[src/rtl/imem_arbiter.sv]
// Program-memory arbiter between instruction fetch and loader: round-robin with bounded loader
// burst lock, latency-matched read return routing. Optional IMEM_ARB_STATS_EN adds grant counters.
module imem_arbiter #(
    parameter int unsigned AW        = 8,
    parameter int unsigned DW        = 8,
    parameter int unsigned RD_LAT    = 1,
    parameter int unsigned MAX_BURST = 4
) (
    input  logic          clk,
    input  logic          CLB,
    input  logic          f_req,
    input  logic [AW-1:0] f_addr,
    output logic          f_gnt,
    output logic          f_rvalid,
    output logic [DW-1:0] f_rdata,
    input  logic          l_req,
    input  logic          l_we,
    input  logic          l_lock,
    input  logic [AW-1:0] l_addr,
    input  logic [DW-1:0] l_wdata,
    output logic          l_gnt,
    output logic          l_rvalid,
    output logic [DW-1:0] l_rdata,
    output logic          mem_en,
    output logic          mem_we,
    output logic [AW-1:0] mem_addr,
    output logic [DW-1:0] mem_wdata,
    input  logic [DW-1:0] mem_rdata,
    output logic          busy
`ifdef IMEM_ARB_STATS_EN
    ,
    output logic [15:0]   f_grant_cnt,
    output logic [15:0]   l_grant_cnt,
    output logic [15:0]   conflict_cnt
`endif
);

    typedef enum logic [0:0] {StArb, StLock} state_e;

    localparam logic       OwnFetch  = 1'b0;
    localparam logic       OwnLoader = 1'b1;
    localparam logic [3:0] MaxBurstC = 4'(MAX_BURST);

    state_e            state_q, state_d;
    logic              last_owner_q;
    logic [3:0]        burst_cnt_q, burst_cnt_d;
    logic [RD_LAT-1:0] valid_q, owner_q;
    logic              f_gnt_c, l_gnt_c;
    logic              rd_in;

    always_comb begin
        f_gnt_c     = 1'b0;
        l_gnt_c     = 1'b0;
        state_d     = state_q;
        burst_cnt_d = burst_cnt_q;
        if (state_q == StLock && l_req && l_lock) begin
            // Waiting fetch gets one slot once the loader has used its burst allowance.
            if (f_req && burst_cnt_q == MaxBurstC) begin
                f_gnt_c     = 1'b1;
                burst_cnt_d = 4'd0;
            end else begin
                l_gnt_c     = 1'b1;
                burst_cnt_d = (burst_cnt_q == MaxBurstC) ? MaxBurstC : burst_cnt_q + 4'd1;
            end
        end else begin
            state_d     = StArb;
            burst_cnt_d = 4'd0;
            if (f_req && l_req) begin
                if (last_owner_q == OwnLoader) f_gnt_c = 1'b1;
                else                           l_gnt_c = 1'b1;
            end else if (f_req) begin
                f_gnt_c = 1'b1;
            end else if (l_req) begin
                l_gnt_c = 1'b1;
            end
            if (l_gnt_c && l_lock) begin
                state_d     = StLock;
                burst_cnt_d = 4'd1;
            end
        end
    end

    // Grants are forced low while reset is asserted so the memory sees no access.
    assign f_gnt     = f_gnt_c & CLB;
    assign l_gnt     = l_gnt_c & CLB;
    assign mem_en    = f_gnt | l_gnt;
    assign mem_we    = l_gnt & l_we;
    assign mem_addr  = f_gnt ? f_addr : (l_gnt ? l_addr : '0);
    assign mem_wdata = (l_gnt && l_we) ? l_wdata : '0;
    assign rd_in     = f_gnt | (l_gnt & ~l_we);

    always_ff @(posedge clk or negedge CLB) begin
        if (!CLB) begin
            state_q      <= StArb;
            last_owner_q <= OwnLoader;
            burst_cnt_q  <= 4'd0;
            valid_q      <= '0;
            owner_q      <= '0;
        end else begin
            state_q     <= state_d;
            burst_cnt_q <= burst_cnt_d;
            if (f_gnt) last_owner_q <= OwnFetch;
            if (l_gnt) last_owner_q <= OwnLoader;
            valid_q[0] <= rd_in;
            owner_q[0] <= l_gnt;
            for (int i = 1; i < RD_LAT; i++) begin
                valid_q[i] <= valid_q[i-1];
                owner_q[i] <= owner_q[i-1];
            end
        end
    end

    assign f_rvalid = valid_q[RD_LAT-1] & ~owner_q[RD_LAT-1];
    assign l_rvalid = valid_q[RD_LAT-1] & owner_q[RD_LAT-1];
    assign f_rdata  = f_rvalid ? mem_rdata : '0;
    assign l_rdata  = l_rvalid ? mem_rdata : '0;
    assign busy     = |valid_q;

`ifdef IMEM_ARB_STATS_EN
    always_ff @(posedge clk or negedge CLB) begin
        if (!CLB) begin
            f_grant_cnt  <= 16'd0;
            l_grant_cnt  <= 16'd0;
            conflict_cnt <= 16'd0;
        end else begin
            if (f_gnt && f_grant_cnt != 16'hFFFF) f_grant_cnt <= f_grant_cnt + 16'd1;
            if (l_gnt && l_grant_cnt != 16'hFFFF) l_grant_cnt <= l_grant_cnt + 16'd1;
            if (f_req && l_req && conflict_cnt != 16'hFFFF) conflict_cnt <= conflict_cnt + 16'd1;
        end
    end
`endif

endmodule

[config.mk]
export PLATFORM = sky130hd
export DESIGN_NAME = imem_arbiter
export DESIGN_NICKNAME = d
export VERILOG_FILES = /design/src/rtl/imem_arbiter.sv
export SDC_FILE = /design/constraint.sdc
export NUM_CORES = 1
export LEC_CHECK = 0
export ABC_CLOCK_PERIOD_IN_PS = 3100
export BUFFER_PORTS_ARGS = -buffer_cell sky130_fd_sc_hd__buf_2
export CAP_MARGIN = 30
export CORE_UTILIZATION = 40
export CTS_CLUSTER_SIZE = 25
export DETAILED_ROUTE_END_ITERATION = 10
export GPL_TIMING_DRIVEN = 1
export PLACE_DENSITY = 0.84
export SLEW_MARGIN = 20
export SYNTH_ARGS = -nofsm -noshare
export SYNTH_HDL_FRONTEND = slang
export SYNTH_SLANG_ARGS = --single-unit
[constraint.sdc]
create_clock -name clk -period 3.1 [get_ports clk]
set_input_delay 0.62 -clock clk [delete_from_list [all_inputs] [get_ports clk]]
set_output_delay 0.62 -clock clk [all_outputs]
set_load 0.1 [all_outputs]
# After elaboration in Yosys (flattened, before gate mapping)
# Index checks and enable logic that the tools add are counted.
[op_classes]
addsub = 1
n_mul = 0
n_div = 0
n_lt_le_gt_ge = 0
eq_ne = 1
n_shift = 0
muxes = 24
n_bitwise = 10
reduce_logical = 7
[ops]
columns = ["operator", "n"]
rows = [
  ["$mux 8", 5],
  ["$mux 1", 16],
  ["$mux 4", 3],
  ["$and 1x1->1", 6],
  ["$logic_and 1x1->1", 6],
  ["$add 4x1->4 const B", 1],
  ["$eq 4x3->1 const B", 1],
  ["$not 1->1", 2],
  ["$or 1x1->1", 2],
  ["$reduce_bool 2->1", 1],
]
[word_totals]
register_bits = 8
latch_bits = 0
ram_bits = 0
rom_bits = 0
input_bits = 38
output_inout_bits = 39
wordCells = 48
memories = 0

# Logic depth before layout (Yosys ltp)
[depth]
word_depth = 8
ltp_mapped = 7
ltp_nobuf = 5

# Worst setup path after synthesis
# No wires, ideal clock.
[synth_path]
path_type = "input -> output"
start = "input CLB"
end = "output mem_wdata[0]"
arrival_ns = 3.199
t_required_ns = 2.480
slack_ns = -0.719
stages = 5
n_path_buf = 2
cell_sequence = "and2_1 -> buf_6 -> o21ai_1 -> buf_4 -> nor3_1"
[synth_via]
elab_chain_cells = 3
[synth_rtl]
columns = ["element", "line", "rtl"]
rows = [
  ["start: declaration", "10", "input logic CLB,"],
  ["$and 1x1->1", "85", "assign l_gnt = l_gnt_c & CLB;"],
  ["$logic_and 1x1->1", "89", "assign mem_wdata = (l_gnt && l_we) ? l_wdata : '0;"],
  ["$mux 8", "89", ""],
  ["end: declaration", "27", "output logic [DW-1:0] mem_wdata,"],
]
# No other way between the ends.

# Worst setup path after layout
[layout_path]
start = "input l_lock"
end = "output mem_wdata[7]"
[layout_via]
elab_chain_cells = 5
[layout_rtl]
columns = ["element", "line", "rtl"]
rows = [
  ["start: declaration", "18", "input logic l_lock,"],
  ["$logic_and 1x1->1", "56", "if (state_q == StLock && l_req && l_lock) begin"],
  ["$mux 1", "56", ""],
  ["$and 1x1->1", "85", ""],
  ["$logic_and 1x1->1", "89", ""],
  ["$mux 8", "89", ""],
]
# No other way between the ends.

==> flow_metrics.tcl <==
set metrics [dict create \
    gr-total-overflow 0 \
    arrival_ps 2190 \
    first_pass_iters 3 \
    cts_hold_buf 0 \
    synth_seq_cells 8 \
    drive_above_1_share_pct 55.61 \
    first_iter_violations 10 \
    drc_errors 0 \
    worst_setup_path_end_kind "output pin" \
    diodes 0 \
    slew_headroom_pct 42.84 \
    layoutNonFillerInstCount 214 \
    antenna_found_initial 0 \
    topRoutingLayerUsed "met3" \
    wl_met2_mm 1.320 \
    wl_met3_um 207 \
    post_cts_buffers 0 \
    syn2layout_area_growth_pct 55.21 \
    crit_path_start_kind "primary input" \
    wl_per_cell_um 11.13 \
    synthDistinctLibCells 35 \
    critPathKind "primary input to output pin" \
    final_antenna_net_count 0 \
    fillers 169 \
    cts_buffers 3 \
    insertion_delay_ps 260 \
    p_leak_nw 0.7834 \
    syn-cell-area_um2 852.1 \
    dr_total_vias 1096 \
    period_minus_slack_ps 2806 \
    power_density_nw_per_um2 397.9 \
    cts_tree "built" \
    detail_route.vias_per_cell 5.121 \
    synth_edf_count 0 \
    ir_drop_mv 0.3191 \
    placed_cell_area_um2 1296 \
    numPortBuffers 76 \
    grt_usage_pct 20.37 \
    crit_required_ps 2480 \
    hold_class "primary input to asynchronous set/reset pin" \
    cts_max_path_buffers 2 \
    slew_viol_final 0 \
    whs_ps 214.2 \
    finalNetCount 228 \
    cp_slowest_stage_delay_ps 460 \
    final_common_cell "buf_2" \
    grt_first_pass_wirelength_mm 3.277 \
    hold_viol 0 \
    place_congestion 0.7960 \
    seq_area_frac_synth_pct 23.64 \
    dieWidth_um 48.16 \
    rsz0062_at_grt "false" \
    ys.flop_type "dfrtp_1" \
    fmax_ghz 0.3564 \
    async_reset_ff_share_pct 100.0 \
    rows 16 \
    io_pins 77 \
    cts_sinks 8 \
    final_cell_mix "buf_2 (76), inv_1 (11), nand2_1 (11), and3_1 (10), o211ai_1 (9)" \
    die_area_um2 2319 \
    syn_nets 151 \
    crit_chain "buf_2, and2_1, o21ai_1, nor3_1, buf_2" \
    postSynthAreaPerCell_um2 7.676 \
    ys_warn_count 0 \
    worstMarginPinSlew_ps 851.6 \
    power_uw 526.2 \
    max-cap-violations 0 \
    drt-met1-wl_um 854 \
    die_h_um 48.16 \
    grt_start_max_net_pins 20 \
    dpl.cell_count 210 \
    period_share_pct 90.51 \
    cp_common_cell "buf_2" \
    cts-root-buf "clkbuf_4" \
    worst-path-max-fanout 14 \
    final_area_um2 1323 \
    drt_wl_total_mm 2.382 \
    core_um2 1982 \
    cts.repair.resized 0 \
    first_global_vias 851 \
    netlist_instances 111 \
    status "finished, final reports clean" \
    start_util_pct 42.99 \
    setup_violations 0 \
    htreeDepth 1 \
    crit_slowest_cell "buf_2" \
    clk_transition_reported_paths_ps 60 \
    dp_hpwl_mm 2.020 \
    finalClockSkew_ps 5.221 \
]
## flip-flops by register name, summed over array words and instances (netlist names)
signal        cells
burst_cnt_q       4
busy              1
last_owner_q      1
owner_q           1
state_q           1
## synthesized netlist by cell type (2+ instances only)
master | instances | share of area [%]
clkbuf_1 | 2 | 0.88
nor3_1 | 7 | 4.1
buf_6 | 3 | 4.0
and3_1 | 10 | 7.3
o22ai_1 | 8 | 5.9
nand2_1 | 11 | 4.8
dfrtp_1 | 7 | 21
o211ai_1 | 9 | 7.9
nand2b_1 | 2 | 1.5
and2_1 | 13 | 9.5
ha_1 | 2 | 2.9
nor2_1 | 3 | 1.3
nand3_1 | 2 | 1.2
inv_1 | 11 | 4.8
## cell type report
cell class	instances	area [µm²]	area share [%]
Multi-Input combinational cell	85	616.8	46.64
Inverter	11	41.29	3.122
Sequential cell	8	201.4	15.23
Tap cell	27	33.78	2.554
Timing Repair Buffer	79	402.9	30.46
Clock buffer	4	26.28	1.987
## path summary, 6_finish.rpt
path                                      from              to  slack, ps  cells past startpoint
min in group clk                burst_cnt_q[3]  burst_cnt_q[3]        570                      2
worst max-delay path                    l_lock    mem_wdata[7]        290                      5
worst min-delay path                       CLB  burst_cnt_q[3]        210                      1
max in group asynchronous                  CLB    last_owner_q       2620                      1
worst min register to register  burst_cnt_q[3]  burst_cnt_q[3]        570                      2
worst max register to register  burst_cnt_q[0]            busy       1340                      5
## cell families (layout without fill, tap and decap cells)
family	count (synthesis)	after routing	share of synthesized area, %
buffers and inverters	18	94	11.01
AND/OR/NAND/NOR	57	57	40.24
AO/OA/AOI/OAI	25	25	21.00
adder cells (fa/ha/maj)	2	2	2.936
flip-flops	8	8	23.64
multiplexers	1	1	1.175
## metrics by stage
stage | util [%] | worst slack [ps] | setup TNS, ps
floorplan | - | -719.3 | -5097
global placement | 65.40 | 367.5 | 0
detailed placement | 65.40 | 291.8 | 0
CTS | 66.73 | 294.1 | 0
global route | 66.73 | 110.3 | 0
finish | 66.73 | 294.2 | 0
## power by group
| group | internal (mW) | leakage (nW) | switching, mW |
|---|---|---|---|
| clock network | 0.0494 | 0.0150 | 0.0376 |
| logic | 0.0656 | 0.664 | 0.253 |
| registers | 0.113 | 0.105 | 0.00782 |
| total | 0.228 | 0.783 | 0.298 |
## worst max-delay path: cells and delay by family
kind	cells	cell delay, ps
and+or+nand+nor	2	650
buffers and inverters	2	550
AOI/OAI and AO/OA	1	360
## per-layer routing
layer / global-route usage [%] / up-vias
met5: 0 / -
met4: 1.667 / 0
met3: 6.296 / 0
met2: 43.47 / 53
met1: 18.82 / 500
li1: - / 543
Power figures use the tool's default switching activity.
